### src/rtl/lab5_ifetch_if.sv
// Fetch-stage bus: execute/downstream controls, IRAM port and decoder-facing outputs.
interface lab5_ifetch_if #(
  parameter int unsigned ADDR_W  = 8,
  parameter int unsigned INSTR_W = 16,
  parameter int unsigned CNT_W   = 16
);
  logic               STALL;
  logic               BR_TAKEN;
  logic [ADDR_W-1:0]  BR_TARGET;
  logic               RESUME;
  logic [ADDR_W-1:0]  IRAM_ADDR;
  logic [INSTR_W-1:0] IRAM_Q;
  logic [INSTR_W-1:0] INSTR;
  logic [ADDR_W-1:0]  INSTR_PC;
  logic               INSTR_VALID;
  logic               HALTED;
  logic [CNT_W-1:0]   FETCH_CNT;

  // Fetch stage side
  modport master (
    input  STALL, BR_TAKEN, BR_TARGET, RESUME, IRAM_Q,
    output IRAM_ADDR, INSTR, INSTR_PC, INSTR_VALID, HALTED, FETCH_CNT
  );

  // Surrounding pipeline / IRAM side
  modport slave (
    output STALL, BR_TAKEN, BR_TARGET, RESUME, IRAM_Q,
    input  IRAM_ADDR, INSTR, INSTR_PC, INSTR_VALID, HALTED, FETCH_CNT
  );
endinterface

### src/rtl/lab5_ifetch.sv
// Instruction fetch stage: owns the PC, captures the IRAM word into the
// instruction register, and handles stall, branch redirect, HALT and resume.
module lab5_ifetch #(
  parameter int unsigned        ADDR_W    = 8,
  parameter int unsigned        INSTR_W   = 16,
  parameter int unsigned        CNT_W     = 16,
  parameter logic [INSTR_W-1:0] HALT_WORD = INSTR_W'(16'h0001)
) (
  input  logic          CLK,
  input  logic          RESET,
  lab5_ifetch_if.master bus
);

  typedef enum logic {
    S_FETCH = 1'b0,
    S_HALT  = 1'b1
  } state_t;

  state_t             state;
  logic [ADDR_W-1:0]  pc;
  logic [INSTR_W-1:0] instr;
  logic [ADDR_W-1:0]  instr_pc;
  logic               instr_valid;
  logic               halted;
  logic [CNT_W-1:0]   fetch_cnt;

  // IRAM is combinational, so the PC register is the read address directly
  assign bus.IRAM_ADDR   = pc;
  assign bus.INSTR       = instr;
  assign bus.INSTR_PC    = instr_pc;
  assign bus.INSTR_VALID = instr_valid;
  assign bus.HALTED      = halted;
  assign bus.FETCH_CNT   = fetch_cnt;

  // Fetch FSM: branch beats stall beats HALT detect beats normal issue
  always_ff @(posedge CLK) begin
    if (RESET) begin
      state       <= S_FETCH;
      pc          <= '0;
      instr       <= '0;
      instr_pc    <= '0;
      instr_valid <= 1'b0;
      halted      <= 1'b0;
      fetch_cnt   <= '0;
    end else begin
      case (state)
        S_FETCH: begin
          if (bus.BR_TAKEN) begin
            // Redirect squashes the in-flight slot; INSTR keeps its old value
            pc          <= bus.BR_TARGET & ~ADDR_W'(1);
            instr_valid <= 1'b0;
          end else if (bus.STALL) begin
            pc          <= pc;
          end else if (bus.IRAM_Q == HALT_WORD) begin
            // HALT word is consumed but never issued or counted
            pc          <= pc + ADDR_W'(2);
            instr_valid <= 1'b0;
            halted      <= 1'b1;
            state       <= S_HALT;
          end else begin
            pc          <= pc + ADDR_W'(2);
            instr       <= bus.IRAM_Q;
            instr_pc    <= pc;
            instr_valid <= 1'b1;
            if (fetch_cnt != '1) begin
              fetch_cnt <= fetch_cnt + CNT_W'(1);
            end
          end
        end
        S_HALT: begin
          instr_valid <= 1'b0;
          if (bus.RESUME) begin
            halted <= 1'b0;
            state  <= S_FETCH;
          end
        end
        default: begin
          state <= S_FETCH;
        end
      endcase
    end
  end

endmodule

### src/flat_wrapper.sv
// flat-port wrapper written by rule: the top's interface ports become plain ports
module lab5_ifetch_flat 
#(
  parameter int unsigned        ADDR_W    = 8,
  parameter int unsigned        INSTR_W   = 16,
  parameter int unsigned        CNT_W     = 16,
  parameter logic [INSTR_W-1:0] HALT_WORD = INSTR_W'(16'h0001)
)
  (CLK, RESET, bus_STALL, bus_BR_TAKEN, bus_BR_TARGET, bus_RESUME, bus_IRAM_Q, bus_IRAM_ADDR, bus_INSTR, bus_INSTR_PC, bus_INSTR_VALID, bus_HALTED, bus_FETCH_CNT);
  lab5_ifetch_if #(.ADDR_W(ADDR_W), .INSTR_W(INSTR_W), .CNT_W(CNT_W)) bus_i ();
  input  logic CLK;
  input  logic RESET;
  input wire logic [$bits(bus_i.STALL)-1:0] bus_STALL;
  input wire logic [$bits(bus_i.BR_TAKEN)-1:0] bus_BR_TAKEN;
  input wire logic [$bits(bus_i.BR_TARGET)-1:0] bus_BR_TARGET;
  input wire logic [$bits(bus_i.RESUME)-1:0] bus_RESUME;
  input wire logic [$bits(bus_i.IRAM_Q)-1:0] bus_IRAM_Q;
  output wire logic [$bits(bus_i.IRAM_ADDR)-1:0] bus_IRAM_ADDR;
  output wire logic [$bits(bus_i.INSTR)-1:0] bus_INSTR;
  output wire logic [$bits(bus_i.INSTR_PC)-1:0] bus_INSTR_PC;
  output wire logic [$bits(bus_i.INSTR_VALID)-1:0] bus_INSTR_VALID;
  output wire logic [$bits(bus_i.HALTED)-1:0] bus_HALTED;
  output wire logic [$bits(bus_i.FETCH_CNT)-1:0] bus_FETCH_CNT;
  assign bus_i.STALL = bus_STALL;
  assign bus_i.BR_TAKEN = bus_BR_TAKEN;
  assign bus_i.BR_TARGET = bus_BR_TARGET;
  assign bus_i.RESUME = bus_RESUME;
  assign bus_i.IRAM_Q = bus_IRAM_Q;
  assign bus_IRAM_ADDR = bus_i.IRAM_ADDR;
  assign bus_INSTR = bus_i.INSTR;
  assign bus_INSTR_PC = bus_i.INSTR_PC;
  assign bus_INSTR_VALID = bus_i.INSTR_VALID;
  assign bus_HALTED = bus_i.HALTED;
  assign bus_FETCH_CNT = bus_i.FETCH_CNT;
  lab5_ifetch #(.ADDR_W(ADDR_W), .INSTR_W(INSTR_W), .CNT_W(CNT_W), .HALT_WORD(HALT_WORD)) u_core (.CLK(CLK), .RESET(RESET), .bus(bus_i));
endmodule
### config.mk
export PLATFORM = sky130hd
export DESIGN_NAME = lab5_ifetch_flat
export DESIGN_NICKNAME = d
export VERILOG_FILES = /design/src/rtl/lab5_ifetch_if.sv /design/src/rtl/lab5_ifetch.sv /design/src/flat_wrapper.sv
export SDC_FILE = /design/constraint.sdc
export NUM_CORES = 1
export LEC_CHECK = 0
export CAP_MARGIN = 20
export CORE_MARGIN = 2
export CORE_UTILIZATION = 39
export DETAILED_ROUTE_END_ITERATION = 10
export PLACE_DENSITY = 0.8
export SLEW_MARGIN = 20
export SYNTH_ARGS = -nofsm -noshare
export SYNTH_HDL_FRONTEND = slang
export SYNTH_SLANG_ARGS = --single-unit
### constraint.sdc
create_clock -name CLK -period 1.8 [get_ports CLK]
set_input_delay 0.27 -clock CLK [delete_from_list [all_inputs] [get_ports CLK]]
set_output_delay 0.27 -clock CLK [all_outputs]
set_load 0.02 [all_outputs]
# After elaboration in Yosys (flattened, before gate mapping)
# Cells that the tools add are included.
totals:
  out_inout_bits: 50
  ff_bits: 51
op_classes:
  bitwise: 4
  eq_ne: 8
  mux: 16
  reduce_logical: 4
  add_sub_neg: 2
op_table:
  columns: ["operator", "count"]
  rows:
  - ["$add 16x1->16 const B", 1]
  - ["$eq 16x1->1 const B", 1]
  - ["$mux 8", 2]
  - ["$ne 16x16->1 const B", 1]
  - ["$mux 1", 11]
  - ["$add 8x2->8 const B", 1]
  - ["$reduce_and 4->1", 2]
  - ["$ne 2x2->1 const B", 3]
  - ["$pmux 1 s2", 3]
  - ["$reduce_and 5->1", 1]
  - ["$ne 2x1->1 const B", 2]
  - ["$not 1->1", 4]
  - ["$ne 3x3->1 const B", 1]
  - ["$reduce_and 2->1", 1]

# Depth between registers and ports, before layout
# Gate-level depths: netlist of run 1.
logic_depth:
  depth_word: 5
  mapped_depth: 8
  ltp_nobuf: 6

# Worst setup path before layout of run 1
# No wires, ideal clock.
synth_timing:
  path_kind: "flip-flop to flip-flop"
  start: "reg u_core.fetch_cnt[0] (netlist: u_core.bus.FETCH_CNT[0])"
  end: "reg u_core.fetch_cnt[9] (netlist: u_core.bus.FETCH_CNT[9])"
  path_stages_with_launch: 8
  arrival_ns: 1.861
  slack_ns: -0.131
  setup_time_ns: 0.070
  n_path_buf: 1
  path_cell_list: "dfxtp_1 > ha_1 > nand4_1 > nor4_1 > or3_1 > buf_2 > or4_1 > a21oi_1"
synth_via:
  elab_chain_cells: 2
synth_lines:
  columns: ["item", "line", "text"]
  rows:
  - ["start: declaration", "lab5_ifetch.sv:25", "logic [CNT_W-1:0] fetch_cnt;"]
  - ["start signal: assignment", "lab5_ifetch.sv:66", "fetch_cnt <= fetch_cnt + CNT_W'(1);"]
  - ["branches (longest 2 deep; another with $add 16x1->16)", null, null]
# Parallel ways; which one is timed is not known.
# A chain may end at the register's enable or synchronous reset.

# Final worst setup path of run 1
layout_timing:
  start: "reg u_core.fetch_cnt[0] (netlist: u_core.bus.FETCH_CNT[0])"
  end: "reg u_core.fetch_cnt[15] (netlist: u_core.bus.FETCH_CNT[15])"
# The elaborated chain is that of the path after synthesis.

==> results.json, run 1 <==
{
  "grt_pass1_vias": 2160,
  "crit_start": "u_core.bus.FETCH_CNT[0]",
  "p_leak_uw": 0.00133,
  "fin_skew_ns": 0.00637,
  "pin_count": 79,
  "slowest_stage": "or4_4",
  "status": "finished with violations",
  "r2r_end": "u_core.bus.FETCH_CNT[15]",
  "cts_buffers": 5,
  "path_buf_inv": 0,
  "syn_inst": 277,
  "max_stage_delay_ns": 0.52,
  "gp_congestion": 0.814,
  "yosys_most_used_dff": "dfxtp_1",
  "ys_types": 36,
  "hp-class": "in -> reg",
  "crit_path_frequent_cell": "or4_4",
  "fmax_mhz": 553,
  "start_kind": "register",
  "crit_required_ns": 2.05,
  "rr_worst_depth": 6,
  "violations": "setup timing",
  "grt-ovfl-total": 0,
  "grt_pass1_wl_microns": 9540,
  "drt_wl_total_microns": 6260,
  "drtIter0Drc": 114,
  "clock-root-buffer": "clkbuf_8",
  "postLayoutCellArea_sq_um": 3510,
  "hold_start": "bus_IRAM_Q[0]",
  "syn_avg_cell_area_sq_um": 7.82,
  "portBuffers": 75,
  "instances_no_fill": 456,
  "insertion_delay_ns": 0.30,
  "layout-drive-gt1-share_pct": 19.3,
  "die_area_sq_um": 6170,
  "die_w_microns": 78.5,
  "syn_to_final_growth_pct": 62.1,
  "hold_depth": 3,
  "initial_utilization_pct": 39.8,
  "post_dp_cell_area_sq_um": 3220,
  "vias": 2393,
  "antenna_cells": 0,
  "postRouteAntennaNets": 0,
  "synth_edf_count": 0,
  "setup_viol": 2,
  "rows": 27,
  "ir_worst_vdd_mv": 0.429,
  "ys_warn_count": 0,
  "cts_tree": "built",
  "critical_path_class": "reg -> reg",
  "setup_ws_ns": -0.00995,
  "maxCapViolCount": 0,
  "ys_seq_elements": 49,
  "dieHeight_microns": 78.5,
  "end_kind": "register",
  "rsz0062_at_grt": "yes",
  "dp_cells": 443,
  "cp.arrival_ns": 2.06,
  "detail_route.wl_per_cell_microns": 13.7,
  "ys_seq_area_share_pct": 45.3,
  "grt_start_max_net_pins": 24,
  "finalCritPeriodShare_pct": 101,
  "fillers": 474,
  "drc": 0,
  "htreeDepth": 2,
  "clock_path_buffers": 2,
  "path_cells": "ha_4, nand4_1, nor2_1, or4_4, or4_4, a21oi_2",
  "vias_per_cell": 5.25,
  "r2r_start": "u_core.bus.FETCH_CNT[0]",
  "final_nets": 414,
  "crit_fanout": 2,
  "slew_viol_final": 0,
  "cts.clk_slew.worst_paths_ns": 0.10,
  "dp_hpwl_microns": 4470,
  "synth_area_sq_um": 2170,
  "antenna_found_initial": 0,
  "coreArea_sq_um": 5440,
  "p_per_area_nw_per_um2": 626,
  "fin_crit_ns": 1.81,
  "globalRouteTotalUtil_pct": 19.0,
  "async_flop_share_pct": 0,
  "path_delay_family": "simple AND/OR/NAND/NOR gates",
  "holdBufCountCts": 0,
  "whs_endpoint": "u_core.bus.INSTR[0]",
  "reg2reg_slack_ns": -0.01,
  "cts_sinks": 49,
  "dr.pass1.iters": 4,
  "hold_violations": 0
}
[area by class of cell]
cell class,count,area (sq um),area share (%)
sequential,49,988,28.1
clock inverter,3,25.0,0.713
inverter,1,3.75,0.107
clock buffer,5,68.8,1.96
multi-input combinational,211,1210,34.4
timing repair buffer,115,1130,32.1
tap,72,90.1,2.57
[worst max path at each step]
stage | end | slack (ns) | cells after the start
6_report | u_core.bus.FETCH_CNT[15] | -0.01 | 6
2_1_floorplan | u_core.bus.FETCH_CNT[7] | -0.03 | 8
3_5_place_dp | u_core.bus.FETCH_CNT[9] | -0.60 | 7
5_1_grt | u_core.bus.FETCH_CNT[15] | -0.06 | 6
3_3_place_gp | u_core.bus.FETCH_CNT[1] | -0.57 | 8
4_1_cts | u_core.bus.INSTR[9] | -0.07 | 9
[Yosys cell counts (2+ instances only)]
library cell | count | area [sq um]
xnor2_1 | 2 | 17.5
and2_1 | 2 | 12.5
nor3_1 | 3 | 15.0
nor2_1 | 18 | 67.6
dfxtp_1 | 49 | 981
or4_1 | 6 | 45.0
nand2b_1 | 2 | 12.5
o31ai_1 | 5 | 37.5
nor4_1 | 6 | 37.5
nand3_1 | 8 | 40.0
nand2_1 | 60 | 225
a31oi_1 | 2 | 12.5
a22oi_1 | 3 | 22.5
nand4_1 | 7 | 43.8
clkbuf_1 | 9 | 33.8
or3_1 | 8 | 50.1
nor2b_1 | 3 | 18.8
o21ai_0 | 13 | 65.1
mux2i_1 | 3 | 30.0
a21oi_1 | 42 | 210
buf_2 | 4 | 20.0
and3_1 | 4 | 25.0
and4_1 | 3 | 26.3
buf_4 | 2 | 15.0
ha_1 | 2 | 25.0
[through the flow]
stage / total power [uW] / util, % / setup TNS [ns] / worst slack (ns) / hold WS, ns
finish: 2200 / 64.6 / -0.0167 / -0.00995 / 0.235
global placement: 1520 / 59.3 / -15.89 / -0.570 / 0.442
CTS: 2200 / 61.6 / -0.931 / -0.0682 / 0.330
global route: 2280 / 64.6 / -0.148 / -0.0641 / 0.242
detailed placement: 1520 / 59.3 / -16.47 / -0.597 / 0.447
floorplan: 1330 / - / -0.0255 / -0.0255 / 0.406
[worst min-delay path, cell delays in order]
cell and delay, ns:
dlymetal6s2s_1 0.13, nand2_1 0.06, a21oi_1 0.05
[flip-flops by register name, summed over array words and instances (netlist names)]
register                flops
u_core.bus.FETCH_CNT       16
u_core.bus.HALTED           1
u_core.bus.INSTR           16
u_core.bus.INSTR_PC         7
u_core.bus.INSTR_VALID      1
u_core.bus.IRAM_ADDR        7
u_core.state                1
[routing by layer]
layer | track usage, % | vias to the layer above | part of all wire, %
li1 | - | 1184 | -
met1 | 22.9 | 1145 | 40
met2 | 33.0 | 57 | 54
met3 | 4.60 | 7 | 4.6
met4 | 6.67 | 0 | 1.4
met5 | 0 | - | 0
[kinds of logic (layout without fill, tap and decap cells)]
group	Yosys count	in the layout	share of synthesized area, %
simple gates	134	135	30.1
compound gates	66	66	16.4
flops	49	49	45.3
buf+inv	19	124	4.27
xor+xnor	3	3	1.21
mux	3	3	1.39
fa+ha+maj	2	2	1.15
other cells	1	2	0.173
[power breakdown]
group	switching, uW	internal, uW	leakage (uW)
clock	393	281	0.0000447
sequential	28.4	1120	0.000401
combinational	182	196	0.000885
total	604	1600	0.00133
[placed cells by master, fill, tap and decap left out, types with 5 or more instances in the layout]
master           synthesis  layout
clkbuf_8                 0       5
o31ai_1                  5       5
buf_4                    2      34
or3_1                    8       7
nor2_1                  18      18
dlymetal6s2s_1           0       5
o21ai_0                 13      12
nand3_1                  8       8
nand2_1                 60      59
clkdlybuf4s50_1          0      68
dfxtp_2                  0       6
a21oi_1                 42      40
nand4_1                  7       7
dfxtp_1                 49      43
[repair_timing]
item | in CTS | in global routing
endpoints found under the setup margin | 28 | 39
gates cloned | 1 | 2
setup buffers | 0 | 2
pin swaps | 9 | 6
resized for setup | 8 | 22
(Power assumes the default switching activity.)
==> run 2: changes to the inputs <==
Settings changed: PLACE_DENSITY 0.8 to 0.74.
==> results.json, run 2 (same netlist as run 1, synthesis figures left out) <==
{
  "status": "finished with violations",
  "violations": "setup timing",
  "rr_worst_depth": 5,
  "final_common_cell": "nand2_1",
  "insertion_delay_ns": 0.30,
  "fillers": 475,
  "p_clk_share_pct": 34.5,
  "swShare_pct": 25.4,
  "die_area_sq_um": 6170,
  "hold_violations": 0,
  "rows": 27,
  "final_nets": 414,
  "fin_crit_ns": 1.85,
  "drt_wl_total_microns": 6410,
  "gp_congestion": 0.834,
  "clock_path_buffers": 2,
  "power.switching_uw": 584,
  "slew_headroom_pct": 65.7,
  "initial_utilization_pct": 39.8,
  "post_dp_cell_area_sq_um": 3220,
  "cts.clk_slew.worst_paths_ns": 0.09,
  "dr.pass1.iters": 4,
  "grt_pass1_wl_microns": 10500,
  "setup_viol": 1,
  "dp_hpwl_microns": 4320,
  "tightest_slew_ns": 0.515,
  "hold_depth": 3,
  "grt-ovfl-total": 0,
  "slew_viol_final": 0,
  "p_int_uw": 1710,
  "finalCritPeriodShare_pct": 103,
  "postRouteAntennaNets": 0,
  "antenna_cells": 0,
  "whs_endpoint": "u_core.bus.INSTR[4]",
  "detail_route.wl_per_cell_microns": 14.1,
  "fin_skew_ns": 0.00645,
  "vias_per_cell": 5.16,
  "maxCapViolCount": 0,
  "p_per_area_nw_per_um2": 670,
  "clock-root-buffer": "clkbuf_8",
  "dieHeight_microns": 78.5,
  "p_leak_uw": 0.00128,
  "critical_path_class": "reg -> reg",
  "setup_ws_ns": -0.0451,
  "die_w_microns": 78.5,
  "r2r_end": "u_core.bus.FETCH_CNT[3]",
  "layout-drive-gt1-share_pct": 18.5,
  "grt_pass1_vias": 2250,
  "globalRouteTotalUtil_pct": 21.0,
  "rsz0062_at_grt": "yes",
  "cp.arrival_ns": 2.08,
  "holdBufCountCts": 0,
  "drtIter0Drc": 108,
  "r2r_start": "u_core.state",
  "cts_sinks": 49,
  "final_cell_mix": "nand2_1, clkdlybuf4s50_1, dfxtp_1",
  "cts_buffers": 5,
  "hold_start": "bus_IRAM_Q[4]",
  "vias": 2354,
  "drc": 0,
  "reg2reg_slack_ns": -0.05,
  "hp-class": "in -> reg",
  "pin_count": 79,
  "postLayoutCellArea_sq_um": 3420,
  "grt_start_max_net_pins": 29,
  "pwr-share-seq_pct": 50.1,
  "htreeDepth": 2,
  "start_kind": "register",
  "fmax_mhz": 542,
  "coreArea_sq_um": 5440,
  "power_frac_comb_pct": 15.4,
  "portBuffers": 75,
  "end_kind": "register",
  "tns_ns": -0.0451,
  "ir_worst_vdd_mv": 0.485,
  "syn_to_final_growth_pct": 58.0,
  "antenna_found_initial": 0,
  "cts_tree": "built",
  "crit_required_ns": 2.03,
  "crit_fanout": 4
}
[run 2: changes by cell type in the layout (fill, tap and decap cells not counted), sizes merged]
| cell | delta |
|---|---|
| dlygate4sd2 | +17 |
| clkdlybuf4s50 | -12 |
| dlymetal6s2s | -5 |
| buf | +2 |
| clkbuf | -2 |
| bufinv | +1 |
| inv | -1 |
[run 2: repair_timing]
item                       4_1_cts  5_1_grt
cloned                           1        0
setup endpoints to repair       36        8
resized for setup               30        5
setup buffers                    4        0
pin swaps                        6        3
[run 2: worst max-delay path by stage]
stage | end | slack, ns | from | cells after the start
2_1_floorplan | u_core.bus.FETCH_CNT[7] | -0.03 | bus_IRAM_Q[0] | 8
3_3_place_gp | u_core.bus.FETCH_CNT[4] | -0.46 | bus_IRAM_Q[0] | 6
3_5_place_dp | u_core.bus.FETCH_CNT[4] | -0.49 | bus_IRAM_Q[0] | 6
4_1_cts | u_core.bus.FETCH_CNT[9] | -0.004 | u_core.state | 4
5_1_grt | u_core.bus.FETCH_CNT[3] | -0.08 | u_core.state | 5
6_report | u_core.bus.FETCH_CNT[3] | -0.05 | u_core.state | 5
[run 2: cell type report]
class                   count  area, sq um  area share, %
multi-input cells         211         1180           34.4
clock inverters             3         46.3           1.35
clock buffers               5         68.8           2.01
well taps                  72         90.1           2.63
flip-flops and latches     49          990           28.9
repair buffers            115         1050           30.6
inverters                   1         3.75          0.110
[run 2: power by group through the flow]
stage          clock [uW]  combinational (uW)  sequential [uW]
6_report              791                 353             1150
5_1_grt               852                 383             1150
4_1_cts               809                 352             1150
3_5_place_dp            0                 351             1170
3_3_place_gp            0                 347             1170
2_1_floorplan           0                 118             1210
[run 2: critical path, stage by stage (launching register included)]
cell	delay [ns]
dfxtp_2	0.34
or3_4	0.33
or3_4	0.40
buf_4	0.15
or3_1	0.39
a21oi_2	0.17
[run 2: through the flow]
stage               hold WS, ns  utilization (%)  total power (uW)  setup WS (ns)  instances
floorplan                 0.406                -              1330        -0.0255        278
global placement          0.441             59.3              1520         -0.461        443
detailed placement        0.447             59.3              1520         -0.489        443
CTS                       0.348             62.6              2310       -0.00437        456
global route              0.366             62.9              2390        -0.0776        456
finish                    0.364             62.9              2290        -0.0451        456
[run 2: per-layer routing]
layer  wire length (microns)  up-vias  track usage (%)
met1                    2730     1088             26.2
met4                      96        0             6.84
met2                    3270       71             35.3
li1                        -     1187                -
met3                     316        8             5.40
met5                       0        -                0
